[src/rtl/mem_port_arbiter_pkg.sv]
// mem_arb_pkg: shared widths, requester ids and FSM encoding for mem_port_arbiter.
package mem_arb_pkg;
  localparam int DEF_AW = 16;
  localparam int DEF_DW = 16;
  localparam int REQ_IF = 0;
  localparam int REQ_LD = 1;
  localparam int REQ_ST = 2;
  typedef enum logic [1:0] {IDLE, ISSUE, RD_WAIT} state_t;
endpackage

[src/rtl/mem_port_arbiter_if.sv]
// mem_port_arbiter_if: requester handshakes plus the shared RAM port.
interface mem_port_arbiter_if #(
  parameter int AW = mem_arb_pkg::DEF_AW,
  parameter int DW = mem_arb_pkg::DEF_DW
);
  logic          if_req, ld_req, st_req;
  logic [AW-1:0] if_addr, ld_addr, st_addr;
  logic [DW-1:0] st_data;
  logic          if_gnt, ld_gnt, st_gnt;
  logic          if_rvalid, ld_rvalid;
  logic [DW-1:0] rdata;
  logic [AW-1:0] Daddress;
  logic [DW-1:0] Dout;
  logic          W;
  logic [DW-1:0] DataIn;
  modport slave (
    input  if_req, ld_req, st_req, if_addr, ld_addr, st_addr, st_data, DataIn,
    output if_gnt, ld_gnt, st_gnt, if_rvalid, ld_rvalid, rdata, Daddress, Dout, W
  );
  modport master (
    output if_req, ld_req, st_req, if_addr, ld_addr, st_addr, st_data, DataIn,
    input  if_gnt, ld_gnt, st_gnt, if_rvalid, ld_rvalid, rdata, Daddress, Dout, W
  );
endinterface

[src/rtl/mem_port_arbiter_prio_sel.sv]
// mem_arb_prio_sel: fixed store > load > fetch priority, overridable in favour of fetch.
module mem_arb_prio_sel
  import mem_arb_pkg::*;
(
  input  logic [2:0] req,
  input  logic       force_if,
  output logic [2:0] win,
  output logic       valid
);
  logic f;
  assign f           = force_if & req[REQ_IF];
  assign win[REQ_ST] = req[REQ_ST] & ~f;
  assign win[REQ_LD] = req[REQ_LD] & ~req[REQ_ST] & ~f;
  assign win[REQ_IF] = req[REQ_IF] & (f | ~(req[REQ_ST] | req[REQ_LD]));
  assign valid       = |req;
endmodule

[src/rtl/mem_port_arbiter.sv]
// mem_port_arbiter: serialises fetch/load/store onto one RAM port.
// Define MEM_PORT_ARBITER_STARVE_EN to force a fetch grant after MAX_WAIT lost arbitrations.
module mem_port_arbiter
  import mem_arb_pkg::*;
#(
  parameter int RD_LAT   = 1,
  parameter int MAX_WAIT = 4
) (
  input logic Clock,
  input logic Reset,
  mem_port_arbiter_if.slave bus
);
  localparam int CW = $clog2(RD_LAT + 1);
  state_t        state;
  logic [CW-1:0] rd_cnt;
  logic          is_st, is_ld, valid, done, force_if;
  logic [2:0]    win;
  mem_arb_prio_sel u_sel (
    .req      ({bus.st_req, bus.ld_req, bus.if_req}),
    .force_if (force_if),
    .win      (win),
    .valid    (valid)
  );
  assign done = (state == ISSUE && !is_st && RD_LAT == 1) || (state == RD_WAIT && rd_cnt == CW'(1));
`ifdef MEM_PORT_ARBITER_STARVE_EN
  localparam int WW = $clog2(MAX_WAIT + 1);
  logic [WW-1:0] wait_cnt;
  assign force_if = wait_cnt == WW'(MAX_WAIT);
  always_ff @(posedge Clock or negedge Reset)
    if (!Reset) wait_cnt <= '0;
    else if (state == IDLE && valid)
      wait_cnt <= win[REQ_IF] ? '0 : (bus.if_req && !force_if) ? wait_cnt + WW'(1) : wait_cnt;
`else
  assign force_if = 1'b0;
`endif
  always_ff @(posedge Clock or negedge Reset)
    if (!Reset) begin
      state         <= IDLE;
      rd_cnt        <= '0;
      is_st         <= 1'b0;
      is_ld         <= 1'b0;
      bus.if_gnt    <= 1'b0;
      bus.ld_gnt    <= 1'b0;
      bus.st_gnt    <= 1'b0;
      bus.W         <= 1'b0;
      bus.if_rvalid <= 1'b0;
      bus.ld_rvalid <= 1'b0;
      bus.Daddress  <= '0;
      bus.Dout      <= '0;
      bus.rdata     <= '0;
    end else begin
      bus.if_gnt    <= 1'b0;
      bus.ld_gnt    <= 1'b0;
      bus.st_gnt    <= 1'b0;
      bus.W         <= 1'b0;
      bus.if_rvalid <= done & ~is_ld;
      bus.ld_rvalid <= done & is_ld;
      if (done) bus.rdata <= bus.DataIn;
      case (state)
        IDLE: if (valid) begin
          state <= ISSUE;
          {bus.st_gnt, bus.ld_gnt, bus.if_gnt} <= win;
          bus.Daddress <= win[REQ_ST] ? bus.st_addr : win[REQ_LD] ? bus.ld_addr : bus.if_addr;
          bus.W  <= win[REQ_ST];
          if (win[REQ_ST]) bus.Dout <= bus.st_data;
          is_st  <= win[REQ_ST];
          is_ld  <= win[REQ_LD];
          rd_cnt <= CW'(RD_LAT);
        end
        ISSUE: begin
          state  <= (is_st || RD_LAT == 1) ? IDLE : RD_WAIT;
          rd_cnt <= rd_cnt - CW'(1);
        end
        RD_WAIT: begin
          state  <= done ? IDLE : RD_WAIT;
          rd_cnt <= rd_cnt - CW'(1);
        end
        default: state <= IDLE;
      endcase
    end
endmodule

[src/flat_wrapper.sv]
// flat-port wrapper written by rule: the top's interface ports become plain ports
module mem_port_arbiter_flat import mem_arb_pkg::*;
#(
  parameter int RD_LAT   = 1,
  parameter int MAX_WAIT = 4
)
  (Clock, Reset, bus_if_req, bus_ld_req, bus_st_req, bus_if_addr, bus_ld_addr, bus_st_addr, bus_st_data, bus_DataIn, bus_if_gnt, bus_ld_gnt, bus_st_gnt, bus_if_rvalid, bus_ld_rvalid, bus_rdata, bus_Daddress, bus_Dout, bus_W);
  mem_port_arbiter_if bus_i ();
  input logic Clock;
  input logic Reset;
  input wire logic [$bits(bus_i.if_req)-1:0] bus_if_req;
  input wire logic [$bits(bus_i.ld_req)-1:0] bus_ld_req;
  input wire logic [$bits(bus_i.st_req)-1:0] bus_st_req;
  input wire logic [$bits(bus_i.if_addr)-1:0] bus_if_addr;
  input wire logic [$bits(bus_i.ld_addr)-1:0] bus_ld_addr;
  input wire logic [$bits(bus_i.st_addr)-1:0] bus_st_addr;
  input wire logic [$bits(bus_i.st_data)-1:0] bus_st_data;
  input wire logic [$bits(bus_i.DataIn)-1:0] bus_DataIn;
  output wire logic [$bits(bus_i.if_gnt)-1:0] bus_if_gnt;
  output wire logic [$bits(bus_i.ld_gnt)-1:0] bus_ld_gnt;
  output wire logic [$bits(bus_i.st_gnt)-1:0] bus_st_gnt;
  output wire logic [$bits(bus_i.if_rvalid)-1:0] bus_if_rvalid;
  output wire logic [$bits(bus_i.ld_rvalid)-1:0] bus_ld_rvalid;
  output wire logic [$bits(bus_i.rdata)-1:0] bus_rdata;
  output wire logic [$bits(bus_i.Daddress)-1:0] bus_Daddress;
  output wire logic [$bits(bus_i.Dout)-1:0] bus_Dout;
  output wire logic [$bits(bus_i.W)-1:0] bus_W;
  assign bus_i.if_req = bus_if_req;
  assign bus_i.ld_req = bus_ld_req;
  assign bus_i.st_req = bus_st_req;
  assign bus_i.if_addr = bus_if_addr;
  assign bus_i.ld_addr = bus_ld_addr;
  assign bus_i.st_addr = bus_st_addr;
  assign bus_i.st_data = bus_st_data;
  assign bus_i.DataIn = bus_DataIn;
  assign bus_if_gnt = bus_i.if_gnt;
  assign bus_ld_gnt = bus_i.ld_gnt;
  assign bus_st_gnt = bus_i.st_gnt;
  assign bus_if_rvalid = bus_i.if_rvalid;
  assign bus_ld_rvalid = bus_i.ld_rvalid;
  assign bus_rdata = bus_i.rdata;
  assign bus_Daddress = bus_i.Daddress;
  assign bus_Dout = bus_i.Dout;
  assign bus_W = bus_i.W;
  mem_port_arbiter #(.RD_LAT(RD_LAT), .MAX_WAIT(MAX_WAIT)) u_core (.Clock(Clock), .Reset(Reset), .bus(bus_i));
endmodule
[config.mk]
export PLATFORM = sky130hd
export DESIGN_NAME = mem_port_arbiter_flat
export DESIGN_NICKNAME = d
export VERILOG_FILES = /design/src/rtl/mem_port_arbiter_pkg.sv /design/src/rtl/mem_port_arbiter_if.sv /design/src/rtl/mem_port_arbiter_prio_sel.sv /design/src/rtl/mem_port_arbiter.sv /design/src/flat_wrapper.sv
export SDC_FILE = /design/constraint.sdc
export NUM_CORES = 1
export LEC_CHECK = 0
export CORE_MARGIN = 2
export CORE_UTILIZATION = 39
export DETAILED_ROUTE_END_ITERATION = 12
export PLACE_DENSITY_LB_ADDON = 0.08
export REMOVE_ABC_BUFFERS = 1
export SLEW_MARGIN = 20
export SYNTH_ARGS = -nofsm -noshare
export SYNTH_HDL_FRONTEND = slang
export SYNTH_SLANG_ARGS = --single-unit
[constraint.sdc]
create_clock -name Clock -period 2.05 [get_ports Clock]
set_input_delay 0.205 -clock Clock [delete_from_list [all_inputs] [get_ports Clock]]
set_output_delay 0.205 -clock Clock [all_outputs]
set_load 0.05 [all_outputs]
==> flow_metrics.env, run 1 <==
export IMPL_cap_violations=0
export IMPL_finish_utilization_pct=66.7
export IMPL_ys_ff_latch=58
export IMPL_synthTopCellsByArea="dfrtp_1 56%, mux2_1 9.9%, mux2_2 7.8%"
export IMPL_crit_buf_inv=1
export IMPL_rows=29
export IMPL_synth_top_family_by_area="multiplexers"
export IMPL_final_nets=428
export IMPL_first_global_vias=2033
export IMPL_cts_sinks=58
export IMPL_setup_viol=0
export IMPL_cts_max_level=3
export IMPL_netlist_area_um2=2620
export IMPL_finalHoldViolations=0
export IMPL_core_area_um2=6420
export IMPL_area_growth_pct=63.8
export IMPL_finalNonFillerCells=421
export IMPL_dpl_cell_area_um2=4090
export IMPL_clk_pin_slew_ns=0.07
export IMPL_yosysTopAreaCell="dfrtp_1"
export IMPL_crit_cells=1
export IMPL_crit_chain="clkdlybuf4s50_1"
export IMPL_drcViolationCount=7
export IMPL_diodes=0
export IMPL_numCtsBuffers=9
export IMPL_synth_cells=193
export IMPL_clk_latency_ns=0.33
export IMPL_cp_start_kind="register"
export IMPL_r2r_end="u_core.bus.Dout[3]"
export IMPL_cp_startpoint="u_core.bus.Daddress[10]"
export IMPL_r2r_cells=4
export IMPL_hold_path_class="input pin to async pin"
export IMPL_grt_pass1_wl_mm=9.52
export IMPL_dp_hpwl_mm=4.43
export IMPL_drtPass1Iterations=8
export IMPL_critPathTopFamily="buffers and inverters"
export IMPL_root_buffer="clkbuf_8"
export IMPL_synth_compound_area_share_pct=5.45
export IMPL_first_iter_violations=38
export IMPL_synth_warnings=0
export IMPL_die_y_um=85.9
export IMPL_r2r_start="u_core.state[1]"
export IMPL_endpoint="bus_Daddress[10]"
export IMPL_vdd_drop_max_mv=0.629
export IMPL_start_util_pct=40.7
export IMPL_leakagePower_nw=1.88
export IMPL_critPathMaxFanout=2
export IMPL_worst_pin_slew_ns=0.624
export IMPL_p_per_area_nw_per_um2=1650
export IMPL_die_area_um2=7380
export IMPL_cts_tree="done"
export IMPL_grt_antenna_before_repair=0
export IMPL_grt_max_degree=33
export IMPL_io_pins=139
export IMPL_drt_total_wl_mm=5.73
export IMPL_outcome="complete, but fails checks"
export IMPL_gp_congestion=0.735
export IMPL_num_vias=1973
export IMPL_synth_top_area_share_pct=55.5
export IMPL_cts_resized=0
export IMPL_finalCritPeriodShare_pct=83.6
export IMPL_ant_nets=0
export IMPL_yosys_mux_area_fraction_pct=28.4
export IMPL_cp_end_kind="output port"
export IMPL_violations="design-rule violations"
export IMPL_timing_slew_headroom_pct=58.4
export IMPL_r2r_setup_slack_ns=0.43
export IMPL_fin_area_um2=4280
export IMPL_synth_xor_area_share_pct=0
export IMPL_min_period_ns=1.71
export IMPL_ys_seq_area_share_pct=55.5
export IMPL_required_ns=1.85
export IMPL_finalMaxSlewViolations=0
export IMPL_yosys_area_share_adder_pct=1.91
export IMPL_track_usage_pct=17.0
export IMPL_critical_path_arrival_ns=1.51
export IMPL_slowest_delay_ns=0.83
export IMPL_yosys_area_share_simple_pct=4.93
export IMPL_vias_per_cell=4.69
export IMPL_path_class="register to output port"
export IMPL_rsz0062_at_grt="false"
export IMPL_fin_skew_ns=0.00760
export IMPL_chipWidth_um=85.9
export IMPL_crit_slowest_cell="clkdlybuf4s50_1"
export IMPL_grt_ovfl_total=0
export IMPL_detail_route_wl_per_cell_um=13.6
export IMPL_ys_types=25
export IMPL_finalSetupTns_ns=0
export IMPL_io_buffers=138
export IMPL_cts_path_max_buffers=2
export IMPL_synth_area_per_cell_um2=13.5
export IMPL_placed_cells=404
export IMPL_finalPower_mw=7.05
export IMPL_fmax_mhz=583
export IMPL_drive_above_1_share_pct=15.7
## cells in the final DEF, fill, tap and decap left out, types with 2 or more instances in the layout
cell / n
o21ai_1: 9
clkinv_2: 4
mux2_2: 18
nor2_1: 2
buf_12: 2
clkbuf_8: 9
buf_4: 5
clkdlybuf4s50_1: 137
ha_1: 4
mux2i_1: 16
mux2_1: 23
dfrtp_1: 58
o21ai_0: 7
inv_1: 4
mux2_4: 8
nand2_1: 22
## Yosys cell counts, drive strengths merged
master,instances
a21boi,1
a21o,1
a21oi,1
a22oi,1
a31o,1
and3,1
buf,11
dfrtp,58
ha,4
inv,4
mux2,49
mux2i,16
nand2,23
nor2,2
nor2b,1
nor3,2
o21ai,16
o31ai,1
## repair_timing
| item | CTS | global route |
|---|---|---|
| hold buffers | 1 | 0 |
| setup buffers | 0 | 0 |
| endpoints found under the hold margin | 26 | 0 |
## through the flow
| stage | hold slack [ns] | setup WS [ns] |
|---|---|---|
| 2_1_floorplan | -0.0906 | 0.309 |
| 3_3_place_gp | 0.265 | 0.281 |
| 3_5_place_dp | 0.258 | 0.259 |
| 4_1_cts | 0.436 | 0.306 |
| 5_1_grt | 0.457 | 0.290 |
| 6_report | 0.419 | 0.336 |
## layer usage
metal	GRT usage [%]	share of wire, %	vias to the layer above
li1	-	-	959
met1	19.4	39	914
met2	26.9	47	87
met3	7.12	10	13
met4	9.38	3.1	0
met5	0	0	-
## final cells by class
cell class                 count  area, um^2
tap                           77        96.3
clock inverter                 6        57.6
fill                         525        2140
timing repair buffer         146        1460
clock buffer                  10         128
multi-input combinational    120        1070
sequential                    58        1450
inverter                       4        15.0
## power breakdown
| part | switching [mW] | total [mW] | leakage, nW | internal [mW] |
|---|---|---|---|---|
| combinational | 2.55 | 4.10 | 1.09 | 1.56 |
| clock | 0.441 | 0.994 | 0.0958 | 0.552 |
| sequential | 0.266 | 1.95 | 0.696 | 1.69 |
## worst min-delay path by stage
stage | startpoint | endpoint | cells after the start | slack, ns
global route | bus_st_data[4] | u_core.bus.Dout[4] | 2 | 0.46
CTS | Reset | u_core.bus.Daddress[15] | 2 | 0.44
floorplan | Reset | u_core.bus.Daddress[0] | 0 | -0.09
global placement | Reset | u_core.bus.Daddress[15] | 1 | 0.26
detailed placement | Reset | u_core.bus.Daddress[15] | 1 | 0.26
finish | Reset | u_core.bus.Daddress[15] | 2 | 0.42
## state kept, by name, indices dropped and copies added, names as in the netlist
register              flops
u_core.bus.Dout          16
u_core.bus.if_rvalid      1
u_core.bus.ld_gnt         1
u_core.is_st              1
u_core.rd_cnt             1
u_core.is_ld              1
u_core.bus.st_gnt         1
u_core.bus.Daddress      16
u_core.state              2
u_core.bus.if_gnt         1
u_core.bus.rdata         16
u_core.bus.ld_rvalid      1
## logic make-up (layout without fill, tap and decap cells)
logic type,count (synthesis),count (layout)
AO/OA/AOI/OAI,22,22
adder cells (fa/ha/maj),4,4
buffers and inverters,15,166
flip-flops,58,58
multiplexers,65,65
AND/OR/NAND/NOR,29,29
(Power assumes the default switching activity.)
==> inputs of run 2 (changes only) <==
--- a/config.mk
+++ b/config.mk
@@ -6,7 +6,7 @@
 export NUM_CORES = 1
 export LEC_CHECK = 0
 export CORE_MARGIN = 2
-export CORE_UTILIZATION = 39
+export CORE_UTILIZATION = 35
 export DETAILED_ROUTE_END_ITERATION = 12
 export PLACE_DENSITY_LB_ADDON = 0.08
 export REMOVE_ABC_BUFFERS = 1
==> constraint.sdc (replaced) <==
create_clock -name Clock -period 1.5 [get_ports Clock]
set_input_delay 0.15 -clock Clock [delete_from_list [all_inputs] [get_ports Clock]]
set_output_delay 0.15 -clock Clock [all_outputs]
set_load 0.05 [all_outputs]
==> flow_metrics.env, run 2 (synthesis results as in run 1) <==
export IMPL_placed_cells=434
export IMPL_finalHoldViolations=0
export IMPL_finalSetupTns_ns=-0.285
export IMPL_drt_total_wl_mm=6.10
export IMPL_die_y_um=90.4
export IMPL_grt_ovfl_total=0
export IMPL_numCtsBuffers=9
export IMPL_detail_route_wl_per_cell_um=13.4
export IMPL_multi_input_area_um2=1110
export IMPL_regArea_um2=1450
export IMPL_hold_path_class="input pin to async pin"
export IMPL_finalHoldWorstSlack_ns=0.309
export IMPL_cp_start_kind="register"
export IMPL_critical_path_arrival_ns=1.76
export IMPL_violations="negative setup slack"
export IMPL_clk_pin_slew_ns=0.07
export IMPL_clk_latency_ns=0.33
export IMPL_fmax_mhz=648
export IMPL_area_growth_pct=68.6
export IMPL_routedLengthMet1_mm=2.58
export IMPL_path_class="register to register"
export IMPL_cts_max_level=3
export IMPL_vias_per_cell=4.47
export IMPL_ant_nets=0
export IMPL_cap_violations=0
export IMPL_finalMaxSlewViolations=0
export IMPL_dpl_cell_area_um2=4070
export IMPL_first_iter_violations=64
export IMPL_leakagePower_nw=2.05
export IMPL_io_pins=139
export IMPL_cts_path_max_buffers=2
export IMPL_required_ns=1.72
export IMPL_die_area_um2=8180
export IMPL_final_cell_mix="83 x clkdlybuf4s50_1, 67 x buf_4, 57 x dfrtp_1, 22 x nand2_1, 22 x mux2_1"
export IMPL_setup_ws_ns=-0.0438
export IMPL_final_common_cell="clkdlybuf4s50_1"
export IMPL_first_global_vias=2152
export IMPL_diodes=0
export IMPL_root_buffer="clkbuf_8"
export IMPL_finalCritPeriodShare_pct=103
export IMPL_drcViolationCount=0
export IMPL_final_nets=439
export IMPL_io_buffers=138
export IMPL_cts_sinks=58
export IMPL_gp_congestion=0.766
export IMPL_start_util_pct=36.1
export IMPL_num_vias=2031
export IMPL_setup_viol=15
export IMPL_vdd_drop_max_mv=0.791
export IMPL_finalNonFillerCells=454
export IMPL_min_period_ns=1.54
export IMPL_rsz0062_at_grt="true"
export IMPL_highest_layer="met4"
export IMPL_fin_area_um2=4410
export IMPL_timing_slew_headroom_pct=67.4
export IMPL_rows=31
export IMPL_drive_above_1_share_pct=35.8
export IMPL_dr_wl_met3_um=588
export IMPL_critPathMaxFanout=8
export IMPL_chipWidth_um=90.4
export IMPL_drtPass1Iterations=2
export IMPL_wl_met2_mm=2.82
export IMPL_grt_pass1_wl_mm=10.2
export IMPL_outcome="complete, but fails checks"
export IMPL_fill_cells=592
export IMPL_cp_end_kind="register"
export IMPL_fin_skew_ns=0.0102
export IMPL_cts_tree="done"
export IMPL_finish_utilization_pct=60.8
export IMPL_top_regs="u_core.bus.Daddress: 16 flops, u_core.bus.Dout: 16 flops, u_core.bus.rdata: 16 flops"
export IMPL_worst_pin_slew_ns=0.489
export IMPL_grt_antenna_before_repair=0
export IMPL_core_area_um2=7250
export IMPL_track_usage_pct=15.6
export IMPL_dp_hpwl_mm=4.52
export IMPL_p_per_area_nw_per_um2=2310
export IMPL_grt_max_degree=23
==> run 2: cell types whose count changed in the layout (fill, tap and decap cells not counted), moves of 2 or more <==
| cell | delta |
|---|---|
| buf_4 | +62 |
| clkdlybuf4s50_1 | -54 |
| ha_1 | -3 |
| buf_12 | +2 |
| bufinv_16 | +2 |
| clkbuf_8 | +2 |
| clkinv_2 | -2 |
| ha_4 | +2 |
| inv_1 | -2 |
| inv_2 | +2 |
==> run 2: cell type report <==
type / instances / area share (%)
Clock buffer: 11 / 3.43
Clock inverter: 5 / 2.27
Inverter: 4 / 0.341
Multi-Input combinational cell: 120 / 25.2
Sequential cell: 58 / 32.9
Tap cell: 99 / 2.81
Timing Repair Buffer: 157 / 33.0
==> run 2: final timing paths <==
| kind | start | end | slack (ns) | cells after the start |
|---|---|---|---|---|
| max | u_core.state[0] | u_core.bus.rdata[11] | -0.04 | 5 |
| min | Reset | u_core.bus.rdata[9] | 0.31 | 2 |
| max reg2reg | u_core.state[0] | u_core.bus.rdata[11] | -0.04 | 5 |
| min reg2reg | u_core.is_ld | u_core.bus.if_rvalid | 0.44 | 1 |
| max in group asynchronous | Reset | u_core.bus.Dout[9] | 0.57 | 3 |
| min in group Clock | bus_st_data[2] | u_core.bus.Dout[2] | 0.41 | 2 |
==> run 2: power breakdown <==
part / internal [mW] / switching [mW]
Combinational: 2.12 / 3.55
Sequential: 2.31 / 0.404
Clock: 1.19 / 0.625
Total: 5.62 / 4.58
==> run 2: metrics by stage <==
step                power [mW]  setup WS [ns]
floorplan                 6.31         -0.186
global placement          8.24        -0.0818
detailed placement        8.29        -0.0829
CTS                       10.2        -0.0137
global route              10.7         -0.101
finish                    10.2        -0.0438
==> run 2: repair_timing <==
item	4_1_cts	5_1_grt
buffers inserted	0	2
hold endpoints to repair	18	0
pin swaps	1	1
cloned	0	1
gates resized for setup	4	6
setup endpoints to repair	33	40
hold buffers	1	0
==> run 2: per-layer routing <==
| metal | GRT usage, % | vias up |
|---|---|---|
| met3 | 7.10 | 9 |
| met2 | 23.9 | 83 |
| li1 | - | 985 |
| met1 | 19.0 | 954 |
| met4 | 6.92 | 0 |
| met5 | 0 | - |
==> run 2: worst max-delay path: stages (launching register included) <==
cell,delay [ns]
dfrtp_2,0.41
inv_2,0.08
ha_2,0.21
a22oi_4,0.20
clkbuf_16,0.21
mux2_2,0.33
==> inputs of run 3 (changes only) <==
--- a/config.mk
+++ b/config.mk
@@ -8,6 +8,7 @@
 export CORE_MARGIN = 2
 export CORE_UTILIZATION = 35
 export DETAILED_ROUTE_END_ITERATION = 12
+export GPL_ROUTABILITY_DRIVEN = 0
 export PLACE_DENSITY_LB_ADDON = 0.08
 export REMOVE_ABC_BUFFERS = 1
 export SLEW_MARGIN = 20
==> results of run 3 <==
Same layout as run 2: the final DEF is identical, and so are final timing and power.
